--- src/rtl/seg_scan_pkg.sv ---
// Shared types and constants for the multiplexed 7-segment scan controller.
// Segment patterns are {g,f,e,d,c,b,a}, active-low (common anode).
package seg_scan_pkg;

   typedef enum logic {
      BLANK = 1'b0,
      SHOW  = 1'b1
   } scan_state_t;

   localparam logic [6:0] SEG_OFF = 7'h7F;

   localparam logic [6:0] SEG_D0 = 7'b1000000;
   localparam logic [6:0] SEG_D1 = 7'b1111001;
   localparam logic [6:0] SEG_D2 = 7'b0100100;
   localparam logic [6:0] SEG_D3 = 7'b0110000;
   localparam logic [6:0] SEG_D4 = 7'b0011001;
   localparam logic [6:0] SEG_D5 = 7'b0010010;
   localparam logic [6:0] SEG_D6 = 7'b0000010;
   localparam logic [6:0] SEG_D7 = 7'b1111000;
   localparam logic [6:0] SEG_D8 = 7'b0000000;
   localparam logic [6:0] SEG_D9 = 7'b0010000;

endpackage

--- src/rtl/bcd_seg_dec.sv ---
// Combinational BCD to active-low 7-segment decoder; non-BCD codes blank the digit.
module bcd_seg_dec
   import seg_scan_pkg::*;
(
   input  logic [3:0] bcd,
   output logic [6:0] seg
);

   // Pattern lookup, shared by every digit slot.
   always_comb begin
      seg = SEG_OFF;
      case (bcd)
         4'd0:    seg = SEG_D0;
         4'd1:    seg = SEG_D1;
         4'd2:    seg = SEG_D2;
         4'd3:    seg = SEG_D3;
         4'd4:    seg = SEG_D4;
         4'd5:    seg = SEG_D5;
         4'd6:    seg = SEG_D6;
         4'd7:    seg = SEG_D7;
         4'd8:    seg = SEG_D8;
         4'd9:    seg = SEG_D9;
         default: seg = SEG_OFF;
      endcase
   end

endmodule

--- src/rtl/seg_scan_ctrl.sv ---
// Time-multiplexed scan controller for an N-digit 7-segment display with a
// double-buffered load port that only commits new values at frame boundaries.
module seg_scan_ctrl
   import seg_scan_pkg::*;
#(
   parameter int N_DIGITS      = 4,
   parameter int REFRESH_DIV   = 50000,
   parameter int BLANK_CYCLES  = 1000,
   parameter int AN_ACTIVE_LOW = 1,
   localparam int IDX_W        = $clog2(N_DIGITS),
   localparam int CNT_W        = $clog2(REFRESH_DIV)
)
(
   input  logic                  clk,
   input  logic                  reset,
   input  logic [4*N_DIGITS-1:0] bcd_in,
   input  logic [N_DIGITS-1:0]   dp_in,
   input  logic                  load_valid,
   output logic                  load_ready,
   input  logic                  lz_blank,
   output logic [6:0]            seg,
   output logic                  dp,
   output logic [N_DIGITS-1:0]   an,
   output logic [IDX_W-1:0]      digit_idx
);

   localparam logic [N_DIGITS-1:0] AN_OFF = (AN_ACTIVE_LOW != 0) ? {N_DIGITS{1'b1}} : {N_DIGITS{1'b0}};
   localparam logic [N_DIGITS-1:0] AN_ONE = {{(N_DIGITS-1){1'b0}}, 1'b1};

   scan_state_t           state_r, state_nxt_s;
   logic [CNT_W-1:0]      slot_cnt_r;
   logic [IDX_W-1:0]      digit_idx_r;
   logic [4*N_DIGITS-1:0] active_bcd_r, pend_bcd_r;
   logic [N_DIGITS-1:0]   active_dp_r, pend_dp_r;
   logic                  pend_full_r;

   logic                  slot_end_s, blank_end_s, frame_end_s, accept_s;
   logic [3:0]            digit_s [N_DIGITS];
   logic [3:0]            cur_bcd_s;
   logic                  cur_dp_s, zero_run_s;
   logic [N_DIGITS-1:0]   lz_mask_s, sel_s, an_s;
   logic [6:0]            dec_seg_s, seg_s;
   logic                  dp_s;
   logic [6:0]            seg_r;
   logic                  dp_r;
   logic [N_DIGITS-1:0]   an_r;

   assign slot_end_s  = (slot_cnt_r == CNT_W'(REFRESH_DIV - 1));
   assign blank_end_s = (slot_cnt_r == CNT_W'(BLANK_CYCLES - 1));
   assign frame_end_s = (state_r == SHOW) && slot_end_s && (digit_idx_r == IDX_W'(N_DIGITS - 1));
   assign accept_s    = load_valid && !pend_full_r;

   assign load_ready = ~pend_full_r;
   assign seg        = seg_r;
   assign dp         = dp_r;
   assign an         = an_r;
   assign digit_idx  = digit_idx_r;

   // Next-state logic for the per-slot BLANK/SHOW sequence.
   always_comb begin
      state_nxt_s = state_r;
      case (state_r)
         BLANK:   if (blank_end_s) state_nxt_s = SHOW;  else state_nxt_s = BLANK;
         SHOW:    if (slot_end_s)  state_nxt_s = BLANK; else state_nxt_s = SHOW;
         default: state_nxt_s = BLANK;
      endcase
   end

   // State register, slot counter and digit index.
   always_ff @(posedge clk or negedge reset) begin
      if (!reset) begin
         state_r     <= BLANK;
         slot_cnt_r  <= {CNT_W{1'b0}};
         digit_idx_r <= {IDX_W{1'b0}};
      end else begin
         state_r <= state_nxt_s;
         if (slot_end_s) begin
            slot_cnt_r <= {CNT_W{1'b0}};
            if (digit_idx_r == IDX_W'(N_DIGITS - 1)) digit_idx_r <= {IDX_W{1'b0}};
            else                                      digit_idx_r <= digit_idx_r + IDX_W'(1);
         end else begin
            slot_cnt_r <= slot_cnt_r + CNT_W'(1);
         end
      end
   end

   // Pending/active double buffer; a commit and an accept can never coincide.
   always_ff @(posedge clk or negedge reset) begin
      if (!reset) begin
         active_bcd_r <= {(4*N_DIGITS){1'b0}};
         active_dp_r  <= {N_DIGITS{1'b0}};
         pend_bcd_r   <= {(4*N_DIGITS){1'b0}};
         pend_dp_r    <= {N_DIGITS{1'b0}};
         pend_full_r  <= 1'b0;
      end else if (frame_end_s && pend_full_r) begin
         active_bcd_r <= pend_bcd_r;
         active_dp_r  <= pend_dp_r;
         pend_full_r  <= 1'b0;
      end else if (accept_s) begin
         pend_bcd_r   <= bcd_in;
         pend_dp_r    <= dp_in;
         pend_full_r  <= 1'b1;
      end else begin
         pend_full_r  <= pend_full_r;
      end
   end

   // Split digits, select the scanned one and build the leading-zero mask.
   always_comb begin
      for (int k = 0; k < N_DIGITS; k++) begin
         digit_s[k] = active_bcd_r[4*k +: 4];
      end
      cur_bcd_s  = digit_s[digit_idx_r];
      cur_dp_s   = active_dp_r[digit_idx_r];
      zero_run_s = 1'b1;
      lz_mask_s  = {N_DIGITS{1'b0}};
      for (int k = N_DIGITS - 1; k >= 1; k--) begin
         zero_run_s   = zero_run_s & (digit_s[k] == 4'd0);
         lz_mask_s[k] = zero_run_s;
      end
   end

   bcd_seg_dec u_dec (
      .bcd (cur_bcd_s),
      .seg (dec_seg_s)
   );

   assign sel_s = AN_ONE << digit_idx_r;

   // Next values for the pin-facing outputs.
   always_comb begin
      seg_s = SEG_OFF;
      dp_s  = 1'b1;
      an_s  = AN_OFF;
      if (state_r == SHOW) begin
         an_s = (AN_ACTIVE_LOW != 0) ? ~sel_s : sel_s;
         dp_s = ~cur_dp_s;
         if (lz_blank && lz_mask_s[digit_idx_r]) seg_s = SEG_OFF;
         else                                    seg_s = dec_seg_s;
      end else begin
         seg_s = SEG_OFF;
         dp_s  = 1'b1;
         an_s  = AN_OFF;
      end
   end

   // Output registers, one cycle behind state and digit index.
   always_ff @(posedge clk or negedge reset) begin
      if (!reset) begin
         seg_r <= SEG_OFF;
         dp_r  <= 1'b1;
         an_r  <= AN_OFF;
      end else begin
         seg_r <= seg_s;
         dp_r  <= dp_s;
         an_r  <= an_s;
      end
   end

endmodule
--- config.mk ---
export PLATFORM = sky130hd
export DESIGN_NAME = seg_scan_ctrl
export DESIGN_NICKNAME = d
export VERILOG_FILES = /design/src/rtl/seg_scan_pkg.sv /design/src/rtl/bcd_seg_dec.sv /design/src/rtl/seg_scan_ctrl.sv
export SDC_FILE = /design/constraint.sdc
export NUM_CORES = 1
export LEC_CHECK = 0
export CORE_MARGIN = 4
export CORE_UTILIZATION = 35
export CTS_BUF_LIST = sky130_fd_sc_hd__clkbuf_8
export DETAILED_ROUTE_END_ITERATION = 10
export GPL_ROUTABILITY_DRIVEN = 0
export PLACE_DENSITY = 0.6
export REMOVE_ABC_BUFFERS = 1
export SYNTH_ARGS = -nofsm -noshare
export SYNTH_HDL_FRONTEND = slang
export SYNTH_SLANG_ARGS = --single-unit
--- constraint.sdc ---
create_clock -name clk -period 6 [get_ports clk]
set_clock_uncertainty 0.2 [all_clocks]
set_input_delay 1.2 -clock clk [delete_from_list [all_inputs] [get_ports clk]]
set_output_delay 1.2 -clock clk [all_outputs]
set_load 0.005 [all_outputs]
==> run_results.csv <==
group,metric,value,unit
sta,setup_viol,0,
routing,vias_per_cell,4.72,
pwr,p_int,859,uW
die,num_rows,35,
yosys,seq_area_frac_synth,0.547,
critical_path,arrival,1.64,ns
yosys,yosys_register_bits,72,
pwr,seqPwrFrac,0.477,
yosys,synth_compound_area_frac,0.0407,
cells_and_area,area.growth.synth_to_final,23.1,%
critical_path,cp_top_family,"flip-flops",
pwr,pwr_density_cell,262,nW/um^2
pwr,peakVddDrop,133,uV
cells_and_area,fin_area,4090,sq um
yosys,synth_top_family_by_area,"multiplexers",
pwr,p_sw,211,uW
die,dieArea,11100,sq um
cells_and_area,drive_gt1_frac,0.292,
routing,final_antenna_net_count,0,
cells_and_area,fillers,837,
clock_tree,cts-resized-gates,0,
clock_tree,htree_levels,3,
clock_tree,cts_tree,"yes",
critical_path,required,4.60,ns
placed_design,placed_area,3810,sq um
global_route,grt_start_max_net_pins,73,
sta,rsz0062_at_grt,"no",
critical_path,cp.depth,1,
die,die_h,105,microns
cells_and_area,fin_nets,320,
sta,fin_crit_sh,0.507,
critical_path,startpoint_type,"register",
sta,relSlewSlack,0.323,
pwr,clockPowerShare,0.486,
placed_design,io_buffers,38,
yosys,synth_fa_ha_area_frac,0.0377,
critical_path,rr_startpoint,"slot_cnt_r[6]$_DFF_PN0_",
die,die_w,105,microns
pwr,power_leakage,0.00175,uW
global_route,overflow,0,
clock_tree,cts_buffers,9,
critical_path,cpPeakStageDelay,0.69,ns
yosys,synth_cell_types,47,
routing,first_iter_violations,60,
critical_path,cp_max_fo,12,
die,initial_core_util,0.359,
routing,drc,0,
global_route,antenna_found_initial,0,
clock_tree,clk_pin_slew_worst_paths,0.07,ns
critical_path,endpoint_kind,"primary output",
yosys,synth_xor_area_frac,0.0343,
die,design.core.area,9240,sq um
sta,hold_viol,0,
yosys,post_synth_and_or_nand_nor_area_fraction,0.113,
critical_path,slowest_stage,"dfrtp_1",
routing,wire_per_inst,14.2,microns
yosys,syn-instance-count,245,
sta,worstMarginPinSlew,1.01,ns
critical_path,crit_start,"digit_idx[0]$_DFFE_PN0N_",
routing,firstDrtPassIters,4,
critical_path,rrSetupSlack,3.62,ns
sta,period_minus_slack,3.04,ns
critical_path,worstSetupPathType,"register to primary output",
clock_tree,clk_path_buf_depth,2,
yosys,ys.flop_type,"dfrtp_1",
cells_and_area,multi_input_area,1410,sq um
clock_tree,cts-root-buf,"clkbuf_8",
sta,tns,0,ns
yosys,ys_async_sr_fraction,1.00,
clock_tree,insertion_delay,0.35,ns
worst_hold_path,worstHoldPathType,"register to register",
global_route,grt.total_usage,0.118,
yosys,syn_area,3320,sq um
clock_tree,hold_buffers,0,
job,maxCapViolCount,0,
critical_path,critPathCapture,"digit_idx[0]",
routing,via_count,1983,
pwr,combPwrFrac,0.037,
critical_path,crit_chain,"clkdlybuf4s50_1",
critical_path,rr_worst_depth,5,
clock_tree,cts_setup_buffers,0,
yosys,synth_warnings,0,
sta,drv_slew,0,
placed_design,hpwl,4130,microns
global_route,grt_pass1_wl,10400,microns
yosys,synth_edf_count,0,
clock_tree,cts_sinks,72,
global_route,first_global_vias,2055,
pwr,swShare,0.197,
routing,drt_wl_total,5970,microns
critical_path,reg2reg_to,"active_bcd_r[0]$_DFFE_PN0P_",
cells_and_area,register_area,1820,sq um
yosys,syn_area_per_cell,13.5,sq um
critical_path,path_buf_inv,1,
die,boundaryPins,39,
sta,max_freq,329,MHz
cells_and_area,num_antenna_cells,0,
yosys,synthMuxAreaShare,0.198,
status,outcome,"completed",
cells in the mapped netlist, types with 2 or more instances:
cell      number  area (sq um)
buf_2          2          10.0
nand4_1        6          37.5
clkbuf_1       4          15.0
nor3_1         3          15.0
nand2b_1       2          12.5
dfstp_2       12           315
o21ai_0        5          25.0
nor4_1         5          31.3
nand3_1        8          40.0
mux2_2        22           248
nand2_1       12          45.0
nor2b_1        3          18.8
a32oi_1        2          17.5
mux2_4        19           285
mux4_2         5           113
nor2_1        12          45.0
ha_1          10           125
xor2_1         7          61.3
a21o_1         2          15.0
inv_1          9          33.8
buf_6          3          33.8
xnor2_1        6          52.6
dfrtp_1       60          1500
a21oi_1        3          15.0
kinds of logic (layout without fill, tap and decap cells):
group,count (synthesis),count (layout)
adder cells (fa/ha/maj),10,10
buffers and inverters,19,65
AO/OA/AOI/OAI,20,20
AND/OR/NAND/NOR,64,64
multiplexers,47,47
flip-flops,72,72
XOR/XNOR,13,13
layer usage:
layer	global-route usage	up-vias	wire length, microns
li1	-	952	-
met4	0.0525	0	105
met1	0.164	984	3010
met2	0.170	37	2610
met5	0	-	0
met3	0.0325	10	253
placed cells by master (no fill, tap or decap), drive strengths merged, types with 2 or more instances in the layout:
master / instances
nor2: 13
and2: 2
clkbuf: 10
nand2: 12
ha: 10
o21ai: 5
mux4: 5
a21oi: 3
nor2b: 3
bufinv: 4
xor2: 7
mux2: 41
dfstp: 12
nor4: 6
nand3: 8
and4: 2
inv: 11
nor3: 3
nand2b: 2
xnor2: 6
a21o: 2
buf: 3
nand4: 7
clkdlybuf4s50: 37
a32oi: 2
dfrtp: 60
worst min-delay path by stage:
stage	slack [ns]	cells after the start	from	endpoint
after floorplan	0.25	1	slot_cnt_r[15]$_DFF_PN0_	slot_cnt_r[15]$_DFF_PN0_
after global placement	0.27	1	slot_cnt_r[15]$_DFF_PN0_	slot_cnt_r[15]$_DFF_PN0_
after detailed placement	0.29	1	slot_cnt_r[15]$_DFF_PN0_	slot_cnt_r[15]$_DFF_PN0_
after CTS	0.30	1	slot_cnt_r[15]$_DFF_PN0_	slot_cnt_r[15]$_DFF_PN0_
after global routing	0.32	1	slot_cnt_r[15]$_DFF_PN0_	slot_cnt_r[15]$_DFF_PN0_
final	0.30	1	slot_cnt_r[15]$_DFF_PN0_	slot_cnt_r[15]$_DFF_PN0_
power groups by stage:
stage / sequential [uW] / combinational, uW / clock [uW]
2_1_floorplan: 516 / 14.4 / 0
3_3_place_gp: 519 / 39.8 / 0
3_5_place_dp: 519 / 41.0 / 0
5_1_grt: 512 / 45.1 / 555
6_report: 510 / 39.7 / 520
4_1_cts: 510 / 41.0 / 532
stage by stage:
stage	instances	setup WS, ns	util	hold WS, ns	power, uW
2_1_floorplan	235	3.14	-	0.254	530
3_3_place_gp	404	2.69	0.412	0.271	559
3_5_place_dp	404	2.64	0.412	0.289	560
4_1_cts	420	2.90	0.442	0.299	1080
5_1_grt	420	2.80	0.442	0.322	1110
6_report	420	2.96	0.442	0.297	1070
cell type report:
cell class	count	area share
Clock inverter	6	0.0337
Clock buffer	10	0.0337
Multi-Input combinational cell	154	0.345
Inverter	9	0.00827
Sequential cell	72	0.445
Timing Repair Buffer	40	0.0955
Tap cell	129	0.0395
registers in the layout, indices dropped and copies added (netlist names):
register      flops
active_bcd_r     16
pend_bcd_r       16
slot_cnt_r       16
seg               7
active_dp_r       4
an                4
pend_dp_r         4
digit_idx         2
dp                1
pend_full_r       1
state_r           1
No activity file was read; power rests on OpenSTA's default activity.
